File: config.mk
export PLATFORM = sky130hd
export DESIGN_NAME = ps2_key_decoder
export DESIGN_NICKNAME = d
export VERILOG_FILES = /design/src/rtl/ps2_key_decoder.sv
export SDC_FILE = /design/constraint.sdc
export NUM_CORES = 1
export LEC_CHECK = 0
export ABC_AREA = 1
export CAP_MARGIN = 30
export CORE_MARGIN = 2
export CORE_UTILIZATION = 45
export CTS_CLUSTER_DIAMETER = 40
export DETAILED_ROUTE_END_ITERATION = 10
export PLACE_DENSITY = 0.73
export SYNTH_ARGS = -nofsm -noshare
export SYNTH_HDL_FRONTEND = slang
export SYNTH_SLANG_ARGS = --single-unit
File: constraint.sdc
create_clock -name clk -period 2.81 [get_ports clk]
set_input_delay 0.281 -clock clk [delete_from_list [all_inputs] [get_ports clk]]
set_output_delay 0.281 -clock clk [all_outputs]
set_load 0.02 [all_outputs]
File: src/rtl/ps2_key_decoder.sv
// PS/2 keyboard receiver: synchronizes and filters the raw lines, validates 11-bit frames and
// turns the W/A/D make/break stream into held-key levels for the movement controller.
module ps2_key_decoder #(
    parameter int unsigned FILTER_LEN     = 4,
    parameter int unsigned TIMEOUT_CYCLES = 65000
) (
    input  logic       clk,
    input  logic       rst,
    input  logic       ps2_clk,
    input  logic       ps2_data,
    output logic       key_w,
    output logic       key_a,
    output logic       key_d,
    output logic [7:0] scan_code,
    output logic       scan_valid,
    output logic       frame_err
);

    localparam int unsigned FiltW = (FILTER_LEN > 1) ? $clog2(FILTER_LEN) : 1;
    localparam int unsigned TmoW  = (TIMEOUT_CYCLES > 1) ? $clog2(TIMEOUT_CYCLES) : 1;
    localparam logic [FiltW-1:0] FiltLast = FiltW'(FILTER_LEN - 1);
    localparam logic [TmoW-1:0]  TmoLast  = TmoW'(TIMEOUT_CYCLES - 1);

    localparam logic [7:0] CodeW     = 8'h1D;
    localparam logic [7:0] CodeA     = 8'h1C;
    localparam logic [7:0] CodeD     = 8'h23;
    localparam logic [7:0] CodeExt   = 8'hE0;
    localparam logic [7:0] CodeBreak = 8'hF0;

    typedef enum logic [1:0] {RxIdle, RxRecv, RxCheck} rx_state_e;
    typedef enum logic [1:0] {DecNormal, DecBreak, DecExt, DecExtBreak} dec_state_e;

    logic             clk_s1_q, clk_s2_q, data_s1_q, data_s2_q;
    logic             filt_clk_q;
    logic [FiltW-1:0] filt_cnt_q;
    logic             fall_q;
    rx_state_e        rx_state_q;
    logic [10:0]      shift_q;
    logic [3:0]       bit_cnt_q;
    logic [TmoW-1:0]  tmo_cnt_q;
    dec_state_e       dec_state_q;
    logic             frame_ok;

    always_ff @(posedge clk or posedge rst) begin
        if (rst) begin
            clk_s1_q  <= 1'b1;
            clk_s2_q  <= 1'b1;
            data_s1_q <= 1'b1;
            data_s2_q <= 1'b1;
        end else begin
            clk_s1_q  <= ps2_clk;
            clk_s2_q  <= clk_s1_q;
            data_s1_q <= ps2_data;
            data_s2_q <= data_s1_q;
        end
    end

    // Filtered clock follows only after FILTER_LEN consecutive samples at the new level.
    always_ff @(posedge clk or posedge rst) begin
        if (rst) begin
            filt_clk_q <= 1'b1;
            filt_cnt_q <= '0;
            fall_q     <= 1'b0;
        end else begin
            fall_q <= 1'b0;
            if (clk_s2_q == filt_clk_q) begin
                filt_cnt_q <= '0;
            end else if (filt_cnt_q == FiltLast) begin
                filt_clk_q <= clk_s2_q;
                filt_cnt_q <= '0;
                fall_q     <= filt_clk_q;
            end else begin
                filt_cnt_q <= filt_cnt_q + FiltW'(1);
            end
        end
    end

    // shift_q[0]=start, [8:1]=data, [9]=parity, [10]=stop once all 11 bits are in.
    assign frame_ok = ~shift_q[0] & shift_q[10] & (^shift_q[9:1]);

    always_ff @(posedge clk or posedge rst) begin
        if (rst) begin
            rx_state_q <= RxIdle;
            shift_q    <= '0;
            bit_cnt_q  <= '0;
            tmo_cnt_q  <= '0;
            scan_code  <= 8'h00;
            scan_valid <= 1'b0;
            frame_err  <= 1'b0;
        end else begin
            scan_valid <= 1'b0;
            frame_err  <= 1'b0;
            unique case (rx_state_q)
                RxIdle: begin
                    tmo_cnt_q <= '0;
                    if (fall_q && !data_s2_q) begin
                        shift_q    <= {data_s2_q, 10'b0};
                        bit_cnt_q  <= 4'd1;
                        rx_state_q <= RxRecv;
                    end
                end
                RxRecv: begin
                    if (fall_q) begin
                        shift_q   <= {data_s2_q, shift_q[10:1]};
                        bit_cnt_q <= bit_cnt_q + 4'd1;
                        tmo_cnt_q <= '0;
                        if (bit_cnt_q == 4'd10) begin
                            rx_state_q <= RxCheck;
                        end
                    end else if (tmo_cnt_q == TmoLast) begin
                        frame_err  <= 1'b1;
                        rx_state_q <= RxIdle;
                    end else begin
                        tmo_cnt_q <= tmo_cnt_q + TmoW'(1);
                    end
                end
                RxCheck: begin
                    if (frame_ok) begin
                        scan_code  <= shift_q[8:1];
                        scan_valid <= 1'b1;
                    end else begin
                        frame_err <= 1'b1;
                    end
                    rx_state_q <= RxIdle;
                end
                default: rx_state_q <= RxIdle;
            endcase
        end
    end

    // A rejected frame resynchronizes the prefix tracking but never touches held keys.
    always_ff @(posedge clk or posedge rst) begin
        if (rst) begin
            dec_state_q <= DecNormal;
            key_w       <= 1'b0;
            key_a       <= 1'b0;
            key_d       <= 1'b0;
        end else if (frame_err) begin
            dec_state_q <= DecNormal;
        end else if (scan_valid) begin
            unique case (dec_state_q)
                DecNormal: begin
                    if (scan_code == CodeExt) begin
                        dec_state_q <= DecExt;
                    end else if (scan_code == CodeBreak) begin
                        dec_state_q <= DecBreak;
                    end else begin
                        if (scan_code == CodeW) key_w <= 1'b1;
                        if (scan_code == CodeA) key_a <= 1'b1;
                        if (scan_code == CodeD) key_d <= 1'b1;
                    end
                end
                DecBreak: begin
                    if (scan_code == CodeW) key_w <= 1'b0;
                    if (scan_code == CodeA) key_a <= 1'b0;
                    if (scan_code == CodeD) key_d <= 1'b0;
                    dec_state_q <= DecNormal;
                end
                DecExt: begin
                    dec_state_q <= (scan_code == CodeBreak) ? DecExtBreak : DecNormal;
                end
                DecExtBreak: begin
                    dec_state_q <= DecNormal;
                end
                default: dec_state_q <= DecNormal;
            endcase
        end
    end

endmodule

==> results.sh <==
export IMPL_ys_ff_latch=56
export IMPL_firstDrtPassIters=4
export IMPL_setup_viol=0
export IMPL_p_comb_share_pct=25.1
export IMPL_period_share_pct=66.91
export IMPL_dpl_hpwl_um=4265
export IMPL_ioPinCount=17
export IMPL_fp_dieH_um=86.08
export IMPL_grt_max_degree=29
export IMPL_hold_ws_ps=351.8
export IMPL_wl_met2_um=2647
export IMPL_hold_class="input port to async pin"
export IMPL_drt_iter0_markers=183
export IMPL_fin_crit_ps=1880
export IMPL_seqPwrFrac_pct=51.0
export IMPL_yosys_warnings=0
export IMPL_clkPwrFrac_pct=23.9
export IMPL_cts_max_level=2
export IMPL_switching_share_pct=35.07
export IMPL_cts_path_max_buffers=2
export IMPL_critPathKind="register to register"
export IMPL_grt_usage_pct=16.92
export IMPL_final_common_cell="nand2_1"
export IMPL_worstPathArrival_ps=2080
export IMPL_chipWidth_um=86.08
export IMPL_clock_fmax_mhz=531.9
export IMPL_clock_root_buffer="clkbuf_8"
export IMPL_dp_cells=468
export IMPL_r2r_slack_ps=930
export IMPL_cellInternalPower_mw=1.189
export IMPL_antenna_left=0
export IMPL_gp_congestion=0.9000
export IMPL_synth_nets=390
export IMPL_post_cts_buffers=0
export IMPL_initial_utilization_pct=47.20
export IMPL_yosys_area_top_type="dfrtp_1"
export IMPL_postCtsResizedCells=0
export IMPL_ir_worst_vdd_uv=423.2
export IMPL_clk_latency_ps=310
export IMPL_port_buffers=16
export IMPL_final_util_pct=52.31
export IMPL_synth_seq_area_share_pct=46.43
export IMPL_worstPathRequired_ps=3010
export IMPL_end_kind="register"
export IMPL_core_area_um2=6422
export IMPL_grt_overflow_total=0
export IMPL_n_antenna_cell=0
export IMPL_numClockSinks=56
export IMPL_avgSynthCellArea_um2=8.020
export IMPL_ys_top_cells_by_area="dfrtp_1 (42%), nand2_1 (14%), nand3_1 (5.4%)"
export IMPL_fin_cells=476
export IMPL_slew_limit_headroom_pct=61.22
export IMPL_cp_start_kind="register"
export IMPL_grt_antenna_before_repair=0
export IMPL_multi_input_area_um2=1426
export IMPL_die_area_um2=7410
export IMPL_synthCells=378
export IMPL_topRoutingLayerUsed="met4"
export IMPL_post_drt_wl_per_cell_um=12.11
export IMPL_core_rowCount=29
export IMPL_synth_area_um2=3032
export IMPL_fin_setup_tns_ps=0
export IMPL_cts_tree="yes"
export IMPL_numCtsBuffers=5
export IMPL_worst_r2r_endpoint="bit_cnt_q[2]"
export IMPL_postCtsHoldBufs=0
export IMPL_clk_pin_slew_ps=100
export IMPL_finClkSkew_ps=9.970
export IMPL_synth_top_area_share_pct=42.10
export IMPL_final_cell_mix="nand2_1 (114), dfrtp_1 (51), nand3_1 (33), inv_1 (33), nor2_1 (30)"
export IMPL_synth_cell_types=35
export IMPL_power_density_nw_per_um2=545.2
export IMPL_p_switching_mw=0.6424
export IMPL_fill_cells=567
export IMPL_worstMarginPinSlew_ps=580.8
export IMPL_viasPerCell=5.153
export IMPL_met1_length_um=2834
export IMPL_grt_pass1_vias=2289
export IMPL_remaining_drc_errors=0
export IMPL_status="finished clean"
export IMPL_r2r_cells=10
export IMPL_grt_setup_unrepaired="no"
export IMPL_area_delta_synth_final_pct=10.81
export IMPL_register_area_um2=1408
export IMPL_p_leak_nw=1.630
export IMPL_drive_gt1_share_pct=10.53
export IMPL_cap_violations=0
export IMPL_grt_first_pass_wirelength_um=10120
export IMPL_route_final_wire_length_um=5764
export IMPL_r2r_start="rx_state_q[1]"
export IMPL_dr_wl_met3_um=235
export IMPL_crit_fanout=19
export IMPL_hold_violations=0
export IMPL_slew_violations=0
export IMPL_final_nets=410
export IMPL_routed_via_count=2453
-- worst max-delay path, cell delays in order (launching register included) --
cell and delay (ps):
dfrtp_1 390, inv_1 120, ha_1 190, buf_4 240
nor2_1 90, nor2_1 130, nand2_2 140, inv_2 200
nand2_1 100, o22ai_1 120, a21oi_1 50
-- cell families after synthesis --
kind of cell | synth area share [%]
AND/OR/NAND/NOR | 32.44
flip-flops | 46.43
buffers and inverters | 6.521
AO/OA/AOI/OAI | 7.181
XOR/XNOR | 3.756
adder cells (fa/ha/maj) | 3.302
multiplexers | 0.3714
-- metrics by stage --
| step | total power, mW | setup WS [ps] | cell area [um^2] |
|---|---|---|---|
| final | 1.832 | 929.9 | 3359 |
| after global routing | 1.952 | 755.7 | 3359 |
| after CTS | 1.853 | 950.4 | 3359 |
| after detailed placement | 1.407 | 973.5 | 3271 |
| after global placement | 1.390 | 1029 | 3271 |
| after floorplan | 1.331 | 1166 | 3032 |
-- layout make-up --
| type | count | share of cell area (%) |
|---|---|---|
| Timing Repair Buffer | 19 | 5.438 |
| Clock buffer | 6 | 2.160 |
| Tap cell | 77 | 2.868 |
| Sequential cell | 56 | 41.90 |
| Inverter | 42 | 4.693 |
| Clock inverter | 2 | 0.4842 |
| Multi-Input combinational cell | 274 | 42.46 |
-- power groups by stage --
stage	Sequential [mW]	Clock, mW	Combinational [mW]
3_5_place_dp	0.949	0	0.458
5_1_grt	0.944	0.482	0.525
2_1_floorplan	0.935	0	0.396
4_1_cts	0.933	0.460	0.460
6_report	0.934	0.438	0.460
3_3_place_gp	0.945	0	0.444
-- per-layer routing --
| layer | vias up | track usage, % |
|---|---|---|
| li1 | 1263 | - |
| met1 | 1126 | 23.17 |
| met2 | 60 | 27.41 |
| met3 | 4 | 3.080 |
| met4 | 0 | 5.051 |
| met5 | - | 0 |
-- sequential cells by signal, indices dropped and copies added, names as in the netlist, 2 cells and up --
name and flops:
bit_cnt_q 4, dec_state_q 2, filt_cnt_q 2, rx_state_q 2, scan_code 8, shift_q 11, tmo_cnt_q 16
-- how the worst max path moves through the flow --
stage | from | to | slack, ps | cells past startpoint
after floorplan | rst | bit_cnt_q[0] | 1170 | 1
after global placement | rx_state_q[1] | bit_cnt_q[2] | 1030 | 10
after detailed placement | rx_state_q[1] | bit_cnt_q[2] | 970 | 10
after CTS | rx_state_q[1] | bit_cnt_q[2] | 950 | 10
after global routing | rx_state_q[1] | bit_cnt_q[2] | 760 | 10
final | rx_state_q[1] | bit_cnt_q[2] | 930 | 10
-- cells in the mapped netlist --
cell type / number
nand2_4: 1
xor2_1: 9
a22oi_1: 1
nand4_2: 1
nand3_4: 1
buf_4: 2
a21oi_2: 1
inv_2: 8
nor2_8: 1
o21ai_0: 7
nand4_1: 9
xnor2_1: 4
ha_1: 8
buf_1: 1
buf_6: 1
nor3b_1: 1
dfstp_2: 5
dfrtp_1: 51
nor2_4: 2
nor4_4: 1
o31ai_1: 2
nor3_2: 1
inv_1: 34
o22ai_1: 5
mux2_2: 1
or2_2: 3
nand3_2: 1
nor3_1: 9
nor2_1: 30
o21ai_1: 18
buf_2: 2
nand3_1: 33
a21oi_1: 6
nand2_1: 114
nand2_2: 4
Power figures use the tool's default switching activity.
